[src/rtl/mul_arb_pkg.sv]
// mul_arb_pkg: shared constants and FSM state type for the multiplier arbiter
package mul_arb_pkg;
  localparam int DATA_W = 16;
  localparam int REQ_N = 2;
  typedef enum logic [2:0] {IDLE, LOAD_A, LOAD_B, ACC, DONE} state_e;
endpackage

[src/rtl/mul_arb_rr.sv]
// mul_arb_rr: two-way round-robin grant with a last-served pointer
module mul_arb_rr import mul_arb_pkg::*; (
  input  logic             clk,
  input  logic             rst,
  input  logic [REQ_N-1:0] req,
  input  logic             upd,
  input  logic             upd_idx,
  output logic             gnt_idx
);
  logic last_q, last_d;
  // a tie goes to the requester not served last; a lone request always wins
  always_comb begin
    gnt_idx = (&req) ? ~last_q : req[1];
    last_d = upd ? upd_idx : last_q;
  end
  // pointer resets to "last served = 1" so requester 0 wins the first tie
  always_ff @(posedge clk) last_q <= rst ? 1'b1 : last_d;
endmodule

[src/rtl/mul_arbiter.sv]
// mul_arbiter: shares one repeated-addition multiplier between two requesters (optional MUL_ARB_ZERO_BYPASS_EN skips the datapath for zero operands)
module mul_arbiter import mul_arb_pkg::*; (
  input  logic              clk,
  input  logic              rst,
  input  logic              req0,
  input  logic              req1,
  input  logic [DATA_W-1:0] a0,
  input  logic [DATA_W-1:0] b0,
  input  logic [DATA_W-1:0] a1,
  input  logic [DATA_W-1:0] b1,
  output logic              ack0,
  output logic              ack1,
  output logic [DATA_W-1:0] result,
  output logic              dp_lda,
  output logic              dp_ldb,
  output logic              dp_ldp,
  output logic              dp_clrp,
  output logic              dp_decb,
  output logic [DATA_W-1:0] dp_data,
  input  logic              dp_eqz,
  input  logic [DATA_W-1:0] dp_y
);
  state_e state_q, state_d;
  logic gnt_q, gnt_d, rr_gnt;
  logic [DATA_W-1:0] result_q, result_d, ga, gb;
  logic [REQ_N-1:0] req;
  assign req = {req1, req0};
  assign ga = gnt_q ? a1 : a0;
  assign gb = gnt_q ? b1 : b0;
  assign result = result_q;
`ifdef MUL_ARB_ZERO_BYPASS_EN
  logic [DATA_W-1:0] na, nb;
  assign na = rr_gnt ? a1 : a0;
  assign nb = rr_gnt ? b1 : b0;
`endif
  mul_arb_rr u_rr (
    .clk     (clk),
    .rst     (rst),
    .req     (req),
    .upd     (state_q == DONE),
    .upd_idx (gnt_q),
    .gnt_idx (rr_gnt)
  );
  // next state, datapath strobes and ack; strobes are decoded from the current state
  always_comb begin
    state_d = state_q;
    gnt_d = gnt_q;
    result_d = result_q;
    dp_lda = 1'b0;
    dp_ldb = 1'b0;
    dp_ldp = 1'b0;
    dp_clrp = 1'b0;
    dp_decb = 1'b0;
    dp_data = '0;
    ack0 = 1'b0;
    ack1 = 1'b0;
    case (state_q)
      IDLE: if (|req) begin
        gnt_d = rr_gnt;
        state_d = LOAD_A;
`ifdef MUL_ARB_ZERO_BYPASS_EN
        if (na == '0 || nb == '0) begin
          state_d = DONE;
          result_d = '0;
        end
`endif
      end
      LOAD_A: begin
        dp_data = ga;
        dp_lda = 1'b1;
        state_d = LOAD_B;
      end
      LOAD_B: begin
        dp_data = gb;
        dp_ldb = 1'b1;
        dp_clrp = 1'b1;
        state_d = ACC;
      end
      ACC: if (dp_eqz) begin
        result_d = dp_y;
        state_d = DONE;
      end else begin
        dp_ldp = 1'b1;
        dp_decb = 1'b1;
      end
      DONE: begin
        ack0 = ~gnt_q;
        ack1 = gnt_q;
        state_d = IDLE;
      end
      default: state_d = IDLE;
    endcase
  end
  // state, granted index and result registers
  always_ff @(posedge clk) begin
    state_q <= rst ? IDLE : state_d;
    gnt_q <= rst ? 1'b0 : gnt_d;
    result_q <= rst ? '0 : result_d;
  end
endmodule
[config.mk]
export PLATFORM = sky130hd
export DESIGN_NAME = mul_arbiter
export DESIGN_NICKNAME = d
export VERILOG_FILES = /design/src/rtl/mul_arb_pkg.sv /design/src/rtl/mul_arb_rr.sv /design/src/rtl/mul_arbiter.sv
export SDC_FILE = /design/constraint.sdc
export NUM_CORES = 1
export LEC_CHECK = 0
export ABC_AREA = 1
export CAP_MARGIN = 20
export CORE_MARGIN = 5
export CORE_UTILIZATION = 36
export CTS_CLUSTER_SIZE = 12
export DETAILED_ROUTE_END_ITERATION = 10
export GPL_TIMING_DRIVEN = 0
export PLACE_DENSITY = 0.94
export SYNTH_ARGS = -nofsm -noshare
export SYNTH_HDL_FRONTEND = slang
export SYNTH_HIERARCHICAL = 1
export SYNTH_SLANG_ARGS = --single-unit
[constraint.sdc]
create_clock -name clk -period 2.5 [get_ports clk]
set_input_delay 0.375 -clock clk [delete_from_list [all_inputs] [get_ports clk]]
set_output_delay 0.375 -clock clk [all_outputs]
set_load 0.05 [all_outputs]
==> impl_metrics.py <==
metrics = {
    "clock_network": {
        "clkTransAtPathRegs_ns": 0.07,
        "htree_levels": 1,
        "cts_buffer_depth": 2,
        "numCtsBuffers": 3,
        "ctsResizeCount": 15,
        "clock_latency_ns": 0.26,
        "cts_setup_buffers": 0,
        "tritoncts": "yes",
        "numClockSinks": 21,
        "cts_hold_buf": 0,
        "cts_root_buf": "clkbuf_8",
    },
    "die": {
        "coreArea_um2": 4090,
        "io_pins": 124,
        "initial_utilization": 0.378,
        "die-area_um2": 5690,
        "core.rowCount": 23,
        "die-width_um": 75.5,
        "die_height_um": 75.5,
    },
    "worst_setup_path": {
        "end_kind": "output pin",
        "cp-start-kind": "flop",
        "worstPathArrival_ns": 2.03,
        "worstSetupPathType": "flop to output pin",
        "worst-path-max-fanout": 11,
        "cp_data_required_time_ns": 2.12,
    },
    "timing": {
        "hold_viol_final": 0,
        "slew_headroom": 0.648,
        "fmaxAchievable_mhz": 416,
        "setup_ws_ns": 0.0971,
        "setup_tns_ns": 0,
        "fin_crit_ns": 2.40,
        "worstMarginPinSlew_ns": 0.527,
        "rsz0062_at_grt": "no",
        "fin_skew_ns": 0.00133,
        "setup_viol": 0,
        "fin_crit_sh": 0.961,
        "final_max_slew_viol_count": 0,
    },
    "route": {
        "vias": 2141,
        "wire_per_inst_um": 12.3,
        "drt-total-wl_mm": 5.89,
        "drc": 0,
        "viasPerCell": 4.48,
        "ant_nets": 0,
        "drt-pass1-iter-count": 4,
        "drt_iter0_drc": 78,
    },
    "power": {
        "irDropWorstVdd_mv": 0.370,
        "leakage_nw": 1.61,
        "powerDensity_nw_per_um2": 429,
    },
    "synthesis": {
        "synth_top_cell_area_share": 0.453,
        "yosys_warnings": 6,
        "yosysTopAreaCell": "nand2_1",
        "ys_seq_area_frac": 0.273,
        "synth.most_common_cell": "nand2_1",
        "synth_area_leaders": "nand2_1 (45%), dfxtp_1 (27%), nor2_1 (9.7%), inv_1 (5.8%), buf_2 (2.6%)",
        "synth.distinct_cells": 18,
        "synthFlopType": "dfxtp_1",
        "ys_ff_latch": 21,
        "synth_enable_flop_cells": 0,
        "synth.avg_cell_area_um2": 5.13,
        "syn-num-nets": 386,
        "synth_cells": 301,
        "async_flop_share": 0,
        "synthTopCellsByCount": "nand2_1 (186), nor2_1 (40), inv_1 (24)",
        "netlist_area_um2": 1540,
    },
    "global_route": {
        "grt_pass1_vias": 1931,
        "track_usage": 0.196,
        "use_met2": 0.353,
        "grt-ovfl-total": 0,
        "antenna_found_initial": 0,
        "grt_max_degree": 13,
        "use_met3": 0.0792,
        "grt.busiest_layer": "met2",
        "grt_pass1_wl_mm": 8.61,
        "use_met1": 0.208,
    },
    "placement": {
        "hpwl_mm": 4.85,
        "gp_congestion": 0.886,
        "io_buffer_count": 123,
        "placed_cells": 474,
        "dp_slack_ns": -0.00551,
        "dpl-instance-area_um2": 2840,
    },
    "final_layout": {
        "finalInstanceArea_um2": 2870,
        "fin_nets": 514,
        "syn_to_final_growth_pct": 86.3,
        "final_util": 0.703,
        "drive_gt1_frac": 0.0607,
        "instances_no_fill": 478,
        "antenna_cells": 0,
    },
    "job": {
        "maxCapViolCount": 0,
    },
    "worst_hold_path": {
        "hold_class": "flop to flop",
    },
    "status": {
        "status": "finished, final reports clean",
    },
}
[cells by family after synthesis]
kind of cell,Yosys count,synth area share
flip-flops,21,0.273
AND/OR/NAND/NOR,234,0.579
buffers and inverters,43,0.134
AO/OA/AOI/OAI,3,0.0146
[worst max-delay path, stage by stage (launching register included)]
cell and delay, ns:
dfxtp_1 0.37, nor2_2 0.20, nand2_1 0.11, clkinv_2 0.13, buf_6 0.16, clkdlybuf4s50_1 0.81
[sequential cells by signal, summed over array words and instances, names as in the netlist]
register and flops:
result 16, u_rr/last_q 1, gnt_q 1, state_q 3
[through the flow]
| step | power, W | hold WS (ns) |
|---|---|---|
| global route | 0.00131 | 0.509 |
| global placement | 0.00104 | 0.447 |
| CTS | 0.00124 | 0.477 |
| detailed placement | 0.00105 | 0.457 |
| finish | 0.00123 | 0.467 |
| floorplan | 0.000762 | 0.433 |
[routing by layer]
| layer | vias up | part of all wire |
|---|---|---|
| met5 | - | 0 |
| met2 | 101 | 0.47 |
| met4 | 0 | 0.0090 |
| li1 | 1125 | - |
| met3 | 8 | 0.15 |
| met1 | 907 | 0.37 |
[where the power goes]
| part | switching [W] | internal [W] | total [W] |
|---|---|---|---|
| sequential | 0.00000931 | 0.000350 | 0.000359 |
| clock | 0.000107 | 0.000111 | 0.000218 |
| combinational | 0.000398 | 0.000259 | 0.000657 |
| total | 0.000514 | 0.000720 | 0.00123 |
[placed cells by master (no fill, tap or decap), drive strengths merged]
cell / n
dlymetal6s2s: 4
nor2: 43
dfxtp: 21
dlygate4sd2: 15
nand2: 187
clkbuf: 4
nand3: 3
a31oi: 1
nor3: 1
o21ai: 1
buf: 14
inv: 26
clkinv: 3
a21boi: 1
clkdlybuf4s50: 104
[path summary, 6_finish.rpt]
check                           slack, ns                        to  depth (start not counted)                    start
worst max register to register       1.33   result[13]$_SDFFE_PP0P_                          6  state_q[1]$_SDFFE_PP0P_
worst max-delay path                  0.1                   dp_clrp                          5  state_q[2]$_SDFFE_PP0P_
worst min register to register       0.47  u_rr/last_q$_SDFFE_PP1P_                          2       gnt_q$_SDFFE_PP0P_
worst min-delay path                 0.47  u_rr/last_q$_SDFFE_PP1P_                          2       gnt_q$_SDFFE_PP0P_
[layout make-up]
class / instances / area (µm²)
clock inverters: 1 / 5.00
repair buffers: 123 / 1220
multi-input cells: 237 / 916
inverters: 28 / 106
flip-flops and latches: 21 / 420
well taps: 50 / 62.6
clock buffers: 3 / 41.3
plain buffers: 15 / 100
fillers: 353 / 1210
(Power assumes the default switching activity.)
